--- src/rtl/axi4l_pkg.sv ---
// Shared AXI4-Lite response codes, FSM state types and the bank chip-select decoder
// used by the multi-bank IPIF.
package axi4l_pkg;

  localparam logic [1:0] OKAY   = 2'b00;
  localparam logic [1:0] EXOKAY = 2'b01;
  localparam logic [1:0] SLVERR = 2'b10;
  localparam logic [1:0] DECERR = 2'b11;

  // Upper bound on banks the decoder can express; the top checks C_NUM_CS against it.
  localparam int CS_MAX = 64;

  typedef struct packed {
    logic              vld;
    logic [CS_MAX-1:0] onehot;
  } cs_dec_t;

  typedef enum logic [2:0] {W_RST, W_IDLE, W_ADDR, W_DATA, W_WAIT, W_DEC, W_RESP} wr_state_t;
  typedef enum logic [2:0] {R_RST, R_IDLE, R_WAIT, R_DEC, R_RESP} rd_state_t;

  function automatic cs_dec_t cs_decode(input int unsigned idx, input int unsigned num_cs);
    cs_dec_t d;
    d = '0;
    if (idx < num_cs && idx < CS_MAX) begin
      d.vld    = 1'b1;
      d.onehot = {{(CS_MAX-1){1'b0}}, 1'b1} << idx;
    end
    return d;
  endfunction

endpackage

--- src/rtl/axi4l_ipif_multi_if.sv ---
// AXI4-Lite bus bundle between the interconnect (master) and the IPIF (slave).
interface axi4l_ipif_multi_if #(
  parameter int ADDR_W = 16,
  parameter int DATA_W = 32
);
  logic [ADDR_W-1:0]   awaddr;
  logic [2:0]          awprot;
  logic                awvalid;
  logic                awready;
  logic [DATA_W-1:0]   wdata;
  logic [DATA_W/8-1:0] wstrb;
  logic                wvalid;
  logic                wready;
  logic [1:0]          bresp;
  logic                bvalid;
  logic                bready;
  logic [ADDR_W-1:0]   araddr;
  logic [2:0]          arprot;
  logic                arvalid;
  logic                arready;
  logic [DATA_W-1:0]   rdata;
  logic [1:0]          rresp;
  logic                rvalid;
  logic                rready;

  modport master (
    output awaddr, awprot, awvalid, wdata, wstrb, wvalid, bready,
           araddr, arprot, arvalid, rready,
    input  awready, wready, bresp, bvalid, arready, rdata, rresp, rvalid
  );

  modport slave (
    input  awaddr, awprot, awvalid, wdata, wstrb, wvalid, bready,
           araddr, arprot, arvalid, rready,
    output awready, wready, bresp, bvalid, arready, rdata, rresp, rvalid
  );
endinterface

--- src/rtl/axi4l_ipif_timeout.sv ---
// Ack watchdog: counts enabled cycles and flags when the counter saturates.
module axi4l_ipif_timeout #(
  parameter int C_TIMEOUT_WIDTH = 5
) (
  input  logic aclk,
  input  logic aresetn,
  input  logic clr,
  input  logic en,
  output logic expired
);
  logic [C_TIMEOUT_WIDTH-1:0] cnt;

  always_ff @(posedge aclk) begin
    if (!aresetn || clr) cnt <= '0;
    else if (en)         cnt <= cnt + 1'b1;
  end

  assign expired = &cnt;
endmodule

--- src/rtl/axi4l_ipif_multi.sv ---
// AXI4-Lite slave fanning out to C_NUM_CS register banks with per-bank chip selects,
// DECERR on unmapped banks and SLVERR on ack timeout. Read and write paths are independent.
module axi4l_ipif_multi
  import axi4l_pkg::*;
#(
  parameter int C_ADDR_WIDTH    = 16,
  parameter int C_DATA_WIDTH    = 32,
  parameter int C_NUM_CS        = 4,
  parameter int C_REGION_BITS   = 12,
  parameter int C_TIMEOUT_WIDTH = 5,
  parameter logic [C_DATA_WIDTH-1:0] C_ERR_RDATA = '0
) (
  input  logic                             aclk,
  input  logic                             aresetn,
  axi4l_ipif_multi_if.slave                s_axi,
  output logic [C_NUM_CS-1:0]              wr_cs,
  output logic [C_REGION_BITS-3:0]         wr_addr,
  output logic                             wr_req,
  output logic [C_DATA_WIDTH/8-1:0]        wr_be,
  output logic [C_DATA_WIDTH-1:0]          wr_data,
  input  logic [C_NUM_CS-1:0]              wr_ack,
  output logic [C_NUM_CS-1:0]              rd_cs,
  output logic [C_REGION_BITS-3:0]         rd_addr,
  output logic                             rd_req,
  input  logic [C_NUM_CS*C_DATA_WIDTH-1:0] rd_data,
  input  logic [C_NUM_CS-1:0]              rd_ack
);
  localparam int IDX_W = C_ADDR_WIDTH - C_REGION_BITS;

  if (C_DATA_WIDTH != 32 && C_DATA_WIDTH != 64) begin : g_err_dw
    $error("axi4l_ipif_multi: C_DATA_WIDTH must be 32 or 64");
  end
  if (C_REGION_BITS < 3 || C_REGION_BITS >= C_ADDR_WIDTH) begin : g_err_rb
    $error("axi4l_ipif_multi: C_REGION_BITS out of range");
  end
  if (C_NUM_CS < 1 || C_NUM_CS > CS_MAX || C_NUM_CS > (1 << IDX_W)) begin : g_err_cs
    $error("axi4l_ipif_multi: C_NUM_CS out of range");
  end

  // ---------------- write path ----------------
  wr_state_t        wst, wst_nxt;
  logic             aw_hs, w_hs, wr_hit, wr_to;
  logic [IDX_W-1:0] aw_idx, aw_idx_q;
  cs_dec_t          aw_dec;

  assign aw_hs  = s_axi.awvalid & s_axi.awready;
  assign w_hs   = s_axi.wvalid & s_axi.wready;
  // Decode the live address on the AW handshake, otherwise the one captured earlier.
  assign aw_idx = aw_hs ? s_axi.awaddr[C_ADDR_WIDTH-1:C_REGION_BITS] : aw_idx_q;
  assign aw_dec = cs_decode(32'(aw_idx), C_NUM_CS);
  assign wr_hit = |(wr_ack & wr_cs);

  always_ff @(posedge aclk) begin
    if (!aresetn) wst <= W_RST;
    else          wst <= wst_nxt;
  end

  always_comb begin
    wst_nxt = wst;
    case (wst)
      W_RST:  wst_nxt = W_IDLE;
      W_IDLE: begin
        if (aw_hs && w_hs) wst_nxt = aw_dec.vld ? W_WAIT : W_DEC;
        else if (aw_hs)    wst_nxt = W_ADDR;
        else if (w_hs)     wst_nxt = W_DATA;
      end
      W_ADDR: if (w_hs)  wst_nxt = aw_dec.vld ? W_WAIT : W_DEC;
      W_DATA: if (aw_hs) wst_nxt = aw_dec.vld ? W_WAIT : W_DEC;
      W_WAIT: if (wr_hit || wr_to) wst_nxt = W_RESP;
      W_DEC:  wst_nxt = W_RESP;
      W_RESP: if (s_axi.bready) wst_nxt = W_IDLE;
      default: wst_nxt = W_RST;
    endcase
  end

  always_ff @(posedge aclk) begin
    if (!aresetn) begin
      s_axi.awready <= 1'b0;
      s_axi.wready  <= 1'b0;
      s_axi.bvalid  <= 1'b0;
      s_axi.bresp   <= OKAY;
      aw_idx_q      <= '0;
      wr_addr       <= '0;
      wr_data       <= '0;
      wr_be         <= '0;
      wr_req        <= 1'b0;
      wr_cs         <= '0;
    end else begin
      s_axi.awready <= (wst_nxt == W_IDLE) || (wst_nxt == W_DATA);
      s_axi.wready  <= (wst_nxt == W_IDLE) || (wst_nxt == W_ADDR);
      wr_req        <= 1'b0;
      if (aw_hs) begin
        aw_idx_q <= s_axi.awaddr[C_ADDR_WIDTH-1:C_REGION_BITS];
        wr_addr  <= s_axi.awaddr[C_REGION_BITS-1:2];
      end
      if (w_hs) begin
        wr_data <= s_axi.wdata;
        wr_be   <= s_axi.wstrb;
      end
      if (wst != W_WAIT && wst_nxt == W_WAIT) begin
        wr_req <= 1'b1;
        wr_cs  <= aw_dec.onehot[C_NUM_CS-1:0];
      end else if (wst_nxt != W_WAIT) begin
        wr_cs <= '0;
      end
      // Ack has priority over a coincident timeout.
      if (wst != W_RESP && wst_nxt == W_RESP) begin
        s_axi.bvalid <= 1'b1;
        s_axi.bresp  <= (wst == W_DEC) ? DECERR : (wr_hit ? OKAY : SLVERR);
      end else if (wst_nxt != W_RESP) begin
        s_axi.bvalid <= 1'b0;
        s_axi.bresp  <= OKAY;
      end
    end
  end

  axi4l_ipif_timeout #(.C_TIMEOUT_WIDTH(C_TIMEOUT_WIDTH)) u_wr_to (
    .aclk    (aclk),
    .aresetn (aresetn),
    .clr     (wst != W_WAIT),
    .en      (wst == W_WAIT),
    .expired (wr_to)
  );

  // ---------------- read path ----------------
  rd_state_t               rst_q, rst_nxt;
  logic                    ar_hs, rd_hit, rd_to;
  cs_dec_t                 ar_dec;
  logic [C_DATA_WIDTH-1:0] rd_mux;

  assign ar_hs  = s_axi.arvalid & s_axi.arready;
  assign ar_dec = cs_decode(32'(s_axi.araddr[C_ADDR_WIDTH-1:C_REGION_BITS]), C_NUM_CS);
  assign rd_hit = |(rd_ack & rd_cs);

  always_comb begin
    rd_mux = '0;
    for (int i = 0; i < C_NUM_CS; i++)
      if (rd_cs[i]) rd_mux = rd_mux | rd_data[i*C_DATA_WIDTH +: C_DATA_WIDTH];
  end

  always_ff @(posedge aclk) begin
    if (!aresetn) rst_q <= R_RST;
    else          rst_q <= rst_nxt;
  end

  always_comb begin
    rst_nxt = rst_q;
    case (rst_q)
      R_RST:  rst_nxt = R_IDLE;
      R_IDLE: if (ar_hs) rst_nxt = ar_dec.vld ? R_WAIT : R_DEC;
      R_WAIT: if (rd_hit || rd_to) rst_nxt = R_RESP;
      R_DEC:  rst_nxt = R_RESP;
      R_RESP: if (s_axi.rready) rst_nxt = R_IDLE;
      default: rst_nxt = R_RST;
    endcase
  end

  always_ff @(posedge aclk) begin
    if (!aresetn) begin
      s_axi.arready <= 1'b0;
      s_axi.rvalid  <= 1'b0;
      s_axi.rresp   <= OKAY;
      s_axi.rdata   <= '0;
      rd_addr       <= '0;
      rd_req        <= 1'b0;
      rd_cs         <= '0;
    end else begin
      s_axi.arready <= (rst_nxt == R_IDLE);
      rd_req        <= 1'b0;
      if (ar_hs) rd_addr <= s_axi.araddr[C_REGION_BITS-1:2];
      if (rst_q != R_WAIT && rst_nxt == R_WAIT) begin
        rd_req <= 1'b1;
        rd_cs  <= ar_dec.onehot[C_NUM_CS-1:0];
      end else if (rst_nxt != R_WAIT) begin
        rd_cs <= '0;
      end
      if (rst_q != R_RESP && rst_nxt == R_RESP) begin
        s_axi.rvalid <= 1'b1;
        s_axi.rresp  <= (rst_q == R_DEC) ? DECERR : (rd_hit ? OKAY : SLVERR);
        s_axi.rdata  <= rd_hit ? rd_mux : C_ERR_RDATA;
      end else if (rst_nxt != R_RESP) begin
        s_axi.rvalid <= 1'b0;
        s_axi.rresp  <= OKAY;
        s_axi.rdata  <= '0;
      end
    end
  end

  axi4l_ipif_timeout #(.C_TIMEOUT_WIDTH(C_TIMEOUT_WIDTH)) u_rd_to (
    .aclk    (aclk),
    .aresetn (aresetn),
    .clr     (rst_q != R_WAIT),
    .en      (rst_q == R_WAIT),
    .expired (rd_to)
  );

  logic unused_ok;
  assign unused_ok = ^{s_axi.awprot, s_axi.arprot, s_axi.awaddr[1:0], s_axi.araddr[1:0],
                       aw_dec, ar_dec};

endmodule

--- src/flat_wrapper.sv ---
// flat-port wrapper written by rule: the top's interface ports become plain ports
module axi4l_ipif_multi_flat import axi4l_pkg::*;
#(
  parameter int C_ADDR_WIDTH    = 16,
  parameter int C_DATA_WIDTH    = 32,
  parameter int C_NUM_CS        = 4,
  parameter int C_REGION_BITS   = 12,
  parameter int C_TIMEOUT_WIDTH = 5,
  parameter logic [C_DATA_WIDTH-1:0] C_ERR_RDATA = '0
)
  (aclk, aresetn, wr_cs, wr_addr, wr_req, wr_be, wr_data, wr_ack, rd_cs, rd_addr, rd_req, rd_data, rd_ack, s_axi_awaddr, s_axi_awprot, s_axi_awvalid, s_axi_wdata, s_axi_wstrb, s_axi_wvalid, s_axi_bready, s_axi_araddr, s_axi_arprot, s_axi_arvalid, s_axi_rready, s_axi_awready, s_axi_wready, s_axi_bresp, s_axi_bvalid, s_axi_arready, s_axi_rdata, s_axi_rresp, s_axi_rvalid);
  axi4l_ipif_multi_if #(.ADDR_W(16), .DATA_W(32)) s_axi_i ();
  input  logic aclk;
  input  logic aresetn;
  output logic [C_NUM_CS-1:0] wr_cs;
  output logic [C_REGION_BITS-3:0] wr_addr;
  output logic wr_req;
  output logic [C_DATA_WIDTH/8-1:0] wr_be;
  output logic [C_DATA_WIDTH-1:0] wr_data;
  input  logic [C_NUM_CS-1:0] wr_ack;
  output logic [C_NUM_CS-1:0] rd_cs;
  output logic [C_REGION_BITS-3:0] rd_addr;
  output logic rd_req;
  input  logic [C_NUM_CS*C_DATA_WIDTH-1:0] rd_data;
  input  logic [C_NUM_CS-1:0] rd_ack;
  input wire logic [$bits(s_axi_i.awaddr)-1:0] s_axi_awaddr;
  input wire logic [$bits(s_axi_i.awprot)-1:0] s_axi_awprot;
  input wire logic [$bits(s_axi_i.awvalid)-1:0] s_axi_awvalid;
  input wire logic [$bits(s_axi_i.wdata)-1:0] s_axi_wdata;
  input wire logic [$bits(s_axi_i.wstrb)-1:0] s_axi_wstrb;
  input wire logic [$bits(s_axi_i.wvalid)-1:0] s_axi_wvalid;
  input wire logic [$bits(s_axi_i.bready)-1:0] s_axi_bready;
  input wire logic [$bits(s_axi_i.araddr)-1:0] s_axi_araddr;
  input wire logic [$bits(s_axi_i.arprot)-1:0] s_axi_arprot;
  input wire logic [$bits(s_axi_i.arvalid)-1:0] s_axi_arvalid;
  input wire logic [$bits(s_axi_i.rready)-1:0] s_axi_rready;
  output wire logic [$bits(s_axi_i.awready)-1:0] s_axi_awready;
  output wire logic [$bits(s_axi_i.wready)-1:0] s_axi_wready;
  output wire logic [$bits(s_axi_i.bresp)-1:0] s_axi_bresp;
  output wire logic [$bits(s_axi_i.bvalid)-1:0] s_axi_bvalid;
  output wire logic [$bits(s_axi_i.arready)-1:0] s_axi_arready;
  output wire logic [$bits(s_axi_i.rdata)-1:0] s_axi_rdata;
  output wire logic [$bits(s_axi_i.rresp)-1:0] s_axi_rresp;
  output wire logic [$bits(s_axi_i.rvalid)-1:0] s_axi_rvalid;
  assign s_axi_i.awaddr = s_axi_awaddr;
  assign s_axi_i.awprot = s_axi_awprot;
  assign s_axi_i.awvalid = s_axi_awvalid;
  assign s_axi_i.wdata = s_axi_wdata;
  assign s_axi_i.wstrb = s_axi_wstrb;
  assign s_axi_i.wvalid = s_axi_wvalid;
  assign s_axi_i.bready = s_axi_bready;
  assign s_axi_i.araddr = s_axi_araddr;
  assign s_axi_i.arprot = s_axi_arprot;
  assign s_axi_i.arvalid = s_axi_arvalid;
  assign s_axi_i.rready = s_axi_rready;
  assign s_axi_awready = s_axi_i.awready;
  assign s_axi_wready = s_axi_i.wready;
  assign s_axi_bresp = s_axi_i.bresp;
  assign s_axi_bvalid = s_axi_i.bvalid;
  assign s_axi_arready = s_axi_i.arready;
  assign s_axi_rdata = s_axi_i.rdata;
  assign s_axi_rresp = s_axi_i.rresp;
  assign s_axi_rvalid = s_axi_i.rvalid;
  axi4l_ipif_multi #(.C_ADDR_WIDTH(C_ADDR_WIDTH), .C_DATA_WIDTH(C_DATA_WIDTH), .C_NUM_CS(C_NUM_CS), .C_REGION_BITS(C_REGION_BITS), .C_TIMEOUT_WIDTH(C_TIMEOUT_WIDTH), .C_ERR_RDATA(C_ERR_RDATA)) u_core (.aclk(aclk), .aresetn(aresetn), .s_axi(s_axi_i), .wr_cs(wr_cs), .wr_addr(wr_addr), .wr_req(wr_req), .wr_be(wr_be), .wr_data(wr_data), .wr_ack(wr_ack), .rd_cs(rd_cs), .rd_addr(rd_addr), .rd_req(rd_req), .rd_data(rd_data), .rd_ack(rd_ack));
endmodule
--- config.mk ---
export PLATFORM = sky130hd
export DESIGN_NAME = axi4l_ipif_multi_flat
export DESIGN_NICKNAME = d
export VERILOG_FILES = /design/src/rtl/axi4l_pkg.sv /design/src/rtl/axi4l_ipif_multi_if.sv /design/src/rtl/axi4l_ipif_timeout.sv /design/src/rtl/axi4l_ipif_multi.sv /design/src/flat_wrapper.sv
export SDC_FILE = /design/constraint.sdc
export NUM_CORES = 1
export LEC_CHECK = 0
export CORE_MARGIN = 8
export CORE_UTILIZATION = 40
export CTS_BUF_LIST = sky130_fd_sc_hd__clkbuf_4
export CTS_CLUSTER_DIAMETER = 200
export DETAILED_ROUTE_END_ITERATION = 12
export HOLD_SLACK_MARGIN = 0.05
export PLACE_DENSITY = 0.83
export SLEW_MARGIN = 20
export SYNTH_ARGS = -nofsm -noshare
export SYNTH_HDL_FRONTEND = slang
export SYNTH_HIERARCHICAL = 1
export SYNTH_SLANG_ARGS = --single-unit
--- constraint.sdc ---
create_clock -name aclk -period 2 [get_ports aclk]
set_clock_uncertainty 0.05 [all_clocks]
set_input_delay 0.2 -clock aclk [delete_from_list [all_inputs] [get_ports aclk]]
set_output_delay 0.2 -clock aclk [all_outputs]
set_load 0.01 [all_outputs]
==> results of run 1 <==
layout make-up:
cell class	count	area, µm²	area share (%)
clock buffer	18	135.1	1.423
tap	180	225.2	2.372
sequential	127	2545	26.80
inverter	6	22.52	0.2372
clock inverter	13	171.4	1.805
multi-input combinational	474	2953	31.10
timing repair buffer	348	3438	36.21
antenna	2	5.005	0.05271
report_power, final:
part / switching [W] / internal, W / total, W
logic: 0.000503 / 0.000752 / 0.00125
registers: 0.0000826 / 0.00265 / 0.00273
clock network: 0.000945 / 0.000984 / 0.00193
tightest hold or removal path: stages:
cell and delay [ns]:
clkdlybuf4s50_1 0.40, nand2_1 0.05, a21boi_0 0.06
how the worst max path moves through the flow:
stage | to | slack (ns) | from
after global placement | u_core/s_axi.bresp[0] | -0.01 | s_axi_awvalid
after detailed placement | u_core/s_axi.bresp[0] | -0.20 | s_axi_awvalid
after CTS | u_core/s_axi.rresp[0] | 0.03 | u_core/u_rd_to/cnt[0]
after global routing | u_core/wr_req | 0.006 | u_core/u_wr_to/cnt[0]
final | u_core/wr_cs[0] | 0.09 | u_core/u_wr_to/cnt[0]
after floorplan | u_core/wr_cs[0] | 0.16 | u_core/u_wr_to/cnt[0]
kinds of logic after synthesis:
logic type | share of synthesized area, %
buffers and inverters | 4.290
flip-flops | 44.47
adder cells (fa/ha/maj) | 0.8755
multiplexers | 1.401
AO/OA/AOI/OAI | 26.26
AND/OR/NAND/NOR | 22.39
XOR/XNOR | 0.3065
state kept, by name, summed over array words and instances (netlist names), 4 cells and up:
register and flops:
u_core/rd_addr 10, u_core/u_rd_to/cnt 5, u_core/rd_cs 4, u_core/s_axi.rdata 32, u_core/u_wr_to/cnt 5, u_core/aw_idx_q 4
u_core/wr_cs 4, u_core/wr_addr 10, u_core/wr_be 4, u_core/wr_data 32
layout by cell type, fill, tap and decap left out, types with 3 or more instances in the layout:
cell type          n
and3_2             3
a21boi_0          58
and2_1             7
nor2b_1           40
bufinv_16          4
o21ai_0            3
nor3b_2            5
nand3b_1           4
ha_1               4
a21oi_1            8
a22oi_1           99
clkdlybuf4s50_1  309
clkbuf_4          18
nand2b_1           3
nor2_1            13
nor3_1             5
a32o_1             4
buf_12             3
nand2_1          161
dfxtp_1          125
inv_1              6
mux2i_1            8
buf_4             30
a32oi_1            5
clkinv_2           4
per-layer routing:
layer  track usage (%)  up-vias  share of wire, %
li1                  -     2966                 -
met1             28.88     2863                41
met4             9.254        0               2.2
met3             5.490       26               6.7
met5                 0        -                 0
met2             38.02      250                50
per-stage QoR:
stage / instance area, µm² / cells / total power [W]
3_3_place_gp: 9117 / 1134 / 0.004005
2_1_floorplan: 5717 / 661 / 0.003244
5_1_grt: 9495 / 1168 / 0.006185
3_5_place_dp: 9117 / 1134 / 0.004027
4_1_cts: 9460 / 1166 / 0.005947
6_report: 9495 / 1168 / 0.005911
what timing repair did:
action	4_1_cts	5_1_grt
setup endpoints to repair	3	10
pin swaps	0	0
hold buffers	1	0
endpoints found under the hold margin	8	0
gates resized for setup	9	10
==> flow_metrics.env, run 1 <==
export IMPL_status="finished clean"
export IMPL_rsz0062_at_grt="no"
export IMPL_nFillCells=1126
export IMPL_die_w_um=135.6
export IMPL_via_count=6105
export IMPL_finalWirelength_um=22020
export IMPL_core_um2=13930
export IMPL_clkTransAtPathRegs_ns=0.11
export IMPL_syn_area_um2=5717
export IMPL_tightest_slew_ns=0.4359
export IMPL_nNetsFinal=1195
export IMPL_startpoint_type="flip-flop"
export IMPL_ios=324
export IMPL_arrival_ns=2.30
export IMPL_synth_common_cells="nand2_1, dfxtp_1, a22oi_1, a21boi_0, clkbuf_1"
export IMPL_netlist_top_cells_area="dfxtp_1, a22oi_1, nand2_1, a21boi_0, nor2b_1"
export IMPL_p_per_area_nw_per_um2=622.5
export IMPL_synth_distinct_cells=55
export IMPL_critical_path_depth=7
export IMPL_cp_cell_sequence="ha_1, and3_2, ha_1, a221o_1, a221oi_4, buf_4, nor3b_2"
export IMPL_die_area_um2=18370
export IMPL_timing_final_crit_period_ns=1.909
export IMPL_gp_congestion=0.8982
export IMPL_grt_pass1_wl_um=33300
export IMPL_period_share_pct=95.43
export IMPL_r2r_end="u_core/wr_cs[0]"
export IMPL_ant_nets=0
export IMPL_fmax_mhz=523.9
export IMPL_grt_pass1_vias=5966
export IMPL_maxCapViolCount=0
export IMPL_drv_slew=0
export IMPL_dr_pass1_iters=5
export IMPL_seq_area_frac_synth_pct=44.47
export IMPL_place_hpwl_um=17230
export IMPL_ys_ff_latch=127
export IMPL_synth_top_area_share_pct=44.47
export IMPL_peakVddDrop_mv=0.2816
export IMPL_hold_viol_final=0
export IMPL_start_util_pct=41.03
export IMPL_hp_start="s_axi_wdata[17]"
export IMPL_cp_data_required_time_ns=2.39
export IMPL_synth_nets=882
export IMPL_grt_usage_pct=23.26
export IMPL_numCtsBuffers=17
export IMPL_clk_latency_ns=0.52
export IMPL_yosys_warnings=6
export IMPL_rrSetupSlack_ns=0.09
export IMPL_cts_root_buf="clkbuf_4"
export IMPL_synth_edf_count=0
export IMPL_cts_tree="yes"
export IMPL_r2r_start="u_core/u_wr_to/cnt[0]"
export IMPL_setup_ws_ns=0.09136
export IMPL_layout_area_overhead_vs_synth_pct=66.10
export IMPL_antenna_found_initial=2
export IMPL_cpLargestDelayFamily="compound AO/OA/AOI/OAI gates"
export IMPL_place_ws_ns=-0.2027
export IMPL_crit_type="flip-flop to flip-flop"
export IMPL_post_route_util_pct=68.14
export IMPL_postCtsSetupBuffers=0
export IMPL_remaining_drc_errors=0
export IMPL_drt_iter0_markers=521
export IMPL_relSlewSlack_pct=70.86
export IMPL_worstHoldPathCells=3
export IMPL_viasPerCell=5.227
export IMPL_slowest_stage="a221o_1"
export IMPL_grt_max_degree=45
export IMPL_leakage_nw=3.514
export IMPL_rows=43
export IMPL_critPathMaxFanout=6
export IMPL_hold_slack_ns=0.1853
export IMPL_wl_per_cell_um=18.86
export IMPL_cts_max_level=4
export IMPL_chipHeight_um=135.6
export IMPL_syn_avg_cell_area_um2=8.649
export IMPL_grt_overflow_total=0
export IMPL_reg2reg_depth=7
export IMPL_final_setup_viol_count=0
export IMPL_syn_inst=661
export IMPL_async_flop_share_pct=0
export IMPL_fin_setup_tns_ns=0
export IMPL_clkSinkCount=127
export IMPL_hold_path_class="input port to flip-flop"
export IMPL_whs_endpoint="u_core/wr_data[17]"
export IMPL_yosysMostFrequentCell="nand2_1"
export IMPL_cpMostUsedCell="ha_1"
export IMPL_max_stage_delay_ns=0.35
export IMPL_ys_flop_type="dfxtp_1"
export IMPL_yosysTopAreaCell="dfxtp_1"
export IMPL_worstSetupEndpointType="flip-flop"
export IMPL_cp_num_buf_inv=1
export IMPL_portBuffers=313
export IMPL_drive_gt1_share_pct=9.026
export IMPL_cts_max_path_buffers=2
(Power assumes the default switching activity.)
==> inputs of run 2 (changes only) <==
SKIP_LAST_GASP = 1   (was default)
==> flow_metrics.env, run 2 (synthesized netlist as in run 1, its figures left out) <==
export IMPL_busiest_layer="met2"
export IMPL_remaining_drc_errors=0
export IMPL_wl_per_cell_um=19.03
export IMPL_finalWirelength_um=22240
export IMPL_postCtsSetupBuffers=0
export IMPL_viasPerCell=5.234
export IMPL_cp_cell_sequence="ha_1, and3_2, ha_1, a221o_1, a221oi_4, buf_4, nor3b_2"
export IMPL_tightest_slew_ns=0.4405
export IMPL_mostFrequentLayoutCells="clkdlybuf4s50_1, nand2_1, dfxtp_1"
export IMPL_grt_pass1_vias=5966
export IMPL_crit_type="flip-flop to flip-flop"
export IMPL_max_stage_delay_ns=0.35
export IMPL_rrSetupSlack_ns=0.09
export IMPL_cpMostUsedCell="ha_1"
export IMPL_place_hpwl_um=17230
export IMPL_worstSetupEndpointType="flip-flop"
export IMPL_timing_final_crit_period_ns=1.906
export IMPL_worstHoldPathCells=3
export IMPL_leakage_nw=3.520
export IMPL_final_cells=1169
export IMPL_die_w_um=135.6
export IMPL_startpoint_type="flip-flop"
export IMPL_hold_path_class="input port to flip-flop"
export IMPL_fmax_mhz=524.5
export IMPL_hold_viol_final=0
export IMPL_relSlewSlack_pct=70.56
export IMPL_numCtsBuffers=17
export IMPL_use_met1_pct=28.86
export IMPL_slowest_stage="a221o_1"
export IMPL_final_common_cell="clkdlybuf4s50_1"
export IMPL_die_area_um2=18370
export IMPL_grt_usage_pct=23.26
export IMPL_grt_util_met2_pct=38.02
export IMPL_cts_tree="yes"
export IMPL_ant_nets=0
export IMPL_hp_start="s_axi_wdata[17]"
export IMPL_start_util_pct=41.03
export IMPL_r2r_start="u_core/u_wr_to/cnt[0]"
export IMPL_rsz0062_at_grt="yes"
export IMPL_maxCapViolCount=0
export IMPL_antenna_found_initial=2
export IMPL_rows=43
export IMPL_portBuffers=313
export IMPL_clk_latency_ns=0.52
export IMPL_grt_max_degree=45
export IMPL_drive_gt1_share_pct=9.119
export IMPL_drt_iter0_markers=515
export IMPL_power_total_w=0.005911
export IMPL_grt_pass1_wl_um=33290
export IMPL_peakVddDrop_mv=0.2813
export IMPL_period_share_pct=95.32
export IMPL_post_route_util_pct=68.33
export IMPL_gp_congestion=0.8982
export IMPL_chipHeight_um=135.6
export IMPL_core_um2=13930
export IMPL_arrival_ns=2.30
export IMPL_dr_pass1_iters=5
export IMPL_ios=324
export IMPL_drv_slew=0
export IMPL_layout_area_overhead_vs_synth_pct=66.56
export IMPL_fin_setup_tns_ns=0
export IMPL_dp_cells=1134
export IMPL_grt_overflow_total=0
export IMPL_status="finished clean"
export IMPL_gr_usage_met3_pct=5.490
export IMPL_reg_top3="u_core/s_axi.rdata x32, u_core/wr_data x32"
export IMPL_r2r_end="u_core/wr_cs[0]"
export IMPL_clkSinkCount=127
export IMPL_cts_root_buf="clkbuf_4"
export IMPL_final_setup_viol_count=0
export IMPL_whs_endpoint="u_core/wr_data[17]"
export IMPL_via_count=6118
export IMPL_cts_max_level=4
export IMPL_reg2reg_depth=7
export IMPL_critPathMaxFanout=6
export IMPL_clkTransAtPathRegs_ns=0.11
export IMPL_nNetsFinal=1196
export IMPL_cp_data_required_time_ns=2.39
export IMPL_p_per_area_nw_per_um2=620.8
export IMPL_cts_max_path_buffers=2
run 2: changes by cell type in the layout (fill, tap and decap cells not counted):
cell,before,now
o21ai_2,1,0
dfxtp_1,125,124
o21ai_1,0,1
clkdlybuf4s50_1,309,310
dfxtp_4,0,1
dlygate4sd2_1,2,1
clkbuf_16,0,1
run 2: power by group:
group | switching (W) | internal (W) | total (W) | leakage [nW]
Clock | 0.000945 | 0.000983 | 0.00193 | 0.163
Sequential | 0.0000829 | 0.00264 | 0.00273 | 1.03
Combinational | 0.000504 | 0.000752 | 0.00126 | 2.32
run 2: area by class of cell:
class | count | area (µm²)
fillers | 1117 | 4413
multi-input cells | 474 | 2949
clock inverters | 13 | 171.4
flip-flops and latches | 127 | 2549
diodes | 2 | 5.005
well taps | 180 | 225.2
inverters | 6 | 22.52
repair buffers | 349 | 3465
clock buffers | 18 | 135.1
run 2: stage by stage:
step	cell area (µm²)	hold slack [ns]	setup slack, ns
2_1_floorplan	5717	0.2949	0.1566
3_3_place_gp	9117	0.3985	-0.01152
3_5_place_dp	9117	0.4053	-0.2027
4_1_cts	9462	0.1286	-0.008846
5_1_grt	9522	0.1436	-0.0005984
6_report	9522	0.1843	0.09352
run 2: worst max-delay path by stage:
stage,from,endpoint,slack [ns]
6_report,u_core/u_wr_to/cnt[0],u_core/wr_cs[0],0.09
5_1_grt,u_core/u_rd_to/cnt[0],u_core/s_axi.rresp[0],-0.0006
4_1_cts,u_core/rd_cs[2],rd_cs[2],-0.009
3_5_place_dp,s_axi_awvalid,u_core/s_axi.bresp[0],-0.20
3_3_place_gp,s_axi_awvalid,u_core/s_axi.bresp[0],-0.01
2_1_floorplan,u_core/u_wr_to/cnt[0],u_core/wr_cs[0],0.16
run 2: layer usage:
metal  vias up  part of all wire (%)
met5         -                     0
met4         0                   2.2
met3        30                   6.7
met2       246                    50
met1      2875                    41
li1       2967                     -
run 2: critical path, delay by kind of cell (launching register included):
family,cells,cell delay (ns)
buffers and inverters,1,0.19
and+or+nand+nor,2,0.35
DFF,1,0.32
adders and majority gates,2,0.39
AOI/OAI and AO/OA,2,0.57
run 2: timing repair:
item                                    4_1_cts  5_1_grt
endpoints found under the hold margin         8        0
gates cloned                                  0        1
hold buffers                                  1        0
gates resized for setup                       8       11
endpoints found under the setup margin        3       11
==> inputs of run 3 (changes only) <==
PLACE_DENSITY = 0.88   (was 0.83)
==> flow_metrics.env, run 3 (synthesized netlist as in run 1, its figures left out) <==
export IMPL_grt_pass1_vias=6048
export IMPL_grt_overflow_total=0
export IMPL_ios=324
export IMPL_hold_path_class="input port to flip-flop"
export IMPL_drv_slew=0
export IMPL_clk_latency_ns=0.51
export IMPL_cts_tree="yes"
export IMPL_period_share_pct=99.12
export IMPL_portBuffers=313
export IMPL_cp_data_required_time_ns=2.35
export IMPL_slowest_stage="dfxtp_2"
export IMPL_ant_nets=0
export IMPL_finalWirelength_um=22140
export IMPL_clkSinkCount=127
export IMPL_cp_cell_sequence="and3b_1, a211oi_1, a221o_1, a221oi_4, buf_4, nor4b_1"
export IMPL_hold_slack_ns=0.1301
export IMPL_viasPerCell=5.272
export IMPL_dr_pass1_iters=5
export IMPL_grt_pass1_wl_um=32060
export IMPL_die_w_um=135.6
export IMPL_antenna_found_initial=1
export IMPL_p_per_area_nw_per_um2=588.3
export IMPL_tightest_slew_ns=0.5145
export IMPL_wl_per_cell_um=19.00
export IMPL_startpoint_type="flip-flop"
export IMPL_final_setup_viol_count=0
export IMPL_rows=43
export IMPL_cts_root_buf="clkbuf_4"
export IMPL_final_cells=1165
export IMPL_gp_congestion=0.8230
export IMPL_worstSetupEndpointType="flip-flop"
export IMPL_final_common_cell="clkdlybuf4s50_1"
export IMPL_cts_max_path_buffers=2
export IMPL_max_stage_delay_ns=0.51
export IMPL_chipHeight_um=135.6
export IMPL_die_area_um2=18370
export IMPL_place_hpwl_um=16410
export IMPL_leakage_nw=3.478
export IMPL_grt_usage_pct=22.24
export IMPL_drt_iter0_markers=453
export IMPL_reg_top3="u_core/s_axi.rdata x32, u_core/wr_data x32"
export IMPL_status="finished clean"
export IMPL_start_util_pct=41.03
export IMPL_timing_final_crit_period_ns=1.982
export IMPL_mostFrequentLayoutCells="clkdlybuf4s50_1, nand2_1, dfxtp_1"
export IMPL_rrSetupSlack_ns=0.02
export IMPL_via_count=6142
export IMPL_relSlewSlack_pct=65.70
export IMPL_dp_cells=1129
export IMPL_arrival_ns=2.33
export IMPL_grt_max_degree=47
export IMPL_clkTransAtPathRegs_ns=0.10
export IMPL_nNetsFinal=1194
export IMPL_fmax_mhz=504.4
export IMPL_numCtsBuffers=17
export IMPL_post_route_util_pct=68.59
export IMPL_peakVddDrop_mv=0.3270
export IMPL_layout_area_overhead_vs_synth_pct=67.19
export IMPL_maxCapViolCount=0
export IMPL_critPathMaxFanout=16
export IMPL_core_um2=13930
export IMPL_drive_gt1_share_pct=9.451
export IMPL_remaining_drc_errors=0
export IMPL_hold_viol_final=0
export IMPL_nFillCells=1058
export IMPL_cts_max_level=4
export IMPL_crit_type="flip-flop to flip-flop"
[run 3: cell types whose count changed in the layout (fill, tap and decap cells not counted), moves of 3 or more]
cell | before | now
buf_4 | 30 | 24
clkbuf_4 | 18 | 21
clkinv_2 | 4 | 1
dfxtp_1 | 124 | 119
dfxtp_2 | 2 | 5
[run 3: power breakdown]
group	switching (W)	leakage, nW	internal, W	total [W]
Combinational	0.000503	2.31	0.000758	0.00126
Sequential	0.0000850	1.04	0.00264	0.00273
Clock	0.000870	0.135	0.000765	0.00164
[run 3: worst paths after layout]
kind,start,depth (start not counted),end
setup / recovery,u_core/wst[2],6,u_core/s_axi.bresp[0]
hold / removal,aresetn,3,u_core/wst[0]
setup reg to reg,u_core/wst[2],6,u_core/s_axi.bresp[0]
hold reg to reg,u_core/rd_addr[0],2,u_core/rd_addr[0]
[run 3: repair_timing]
action | 4_1_cts | 5_1_grt
endpoints found under the setup margin | 10 | 20
buffers inserted | 2 | 0
hold buffers | 0 | 0
cloned | 1 | 2
pin swaps | 0 | 3
gates resized for setup | 16 | 17
hold endpoints to repair | 0 | 0
[run 3: through the flow]
step	setup TNS [ns]	instance area, µm²	power (W)	setup WS, ns
floorplan	0	5717	0.003244	0.1566
global placement	-0.1814	9092	0.003977	-0.03641
detailed placement	-0.6208	9092	0.004001	-0.1072
CTS	0	9447	0.005664	0.003492
global route	-0.08440	9558	0.005890	-0.06230
finish	0	9558	0.005623	0.01761
[run 3: per-layer routing]
metal  track usage (%)  share of wire, %  vias up
met1             25.60                39     2869
met4             8.452               2.6        0
met2             38.30                51      268
met5                 0                 0        -
li1                  -                 -     2963
met3             6.194               7.4       42
[run 3: final cells by class]
cell class	instances	area, µm²	area share [%]
flip-flops and latches	127	2560	26.78
diodes	1	2.502	0.02618
multi-input cells	474	2978	31.16
clock inverters	9	95.09	0.9949
inverters	6	22.52	0.2356
repair buffers	347	3517	36.80
well taps	180	225.2	2.356
clock buffers	21	157.7	1.649
[run 3: worst max-delay path: cells and delay by family (launching register included)]
family,cells,cell delay (ns)
compound gates,3,0.62
flops,1,0.51
simple gates,2,0.54
buf+inv,1,0.16
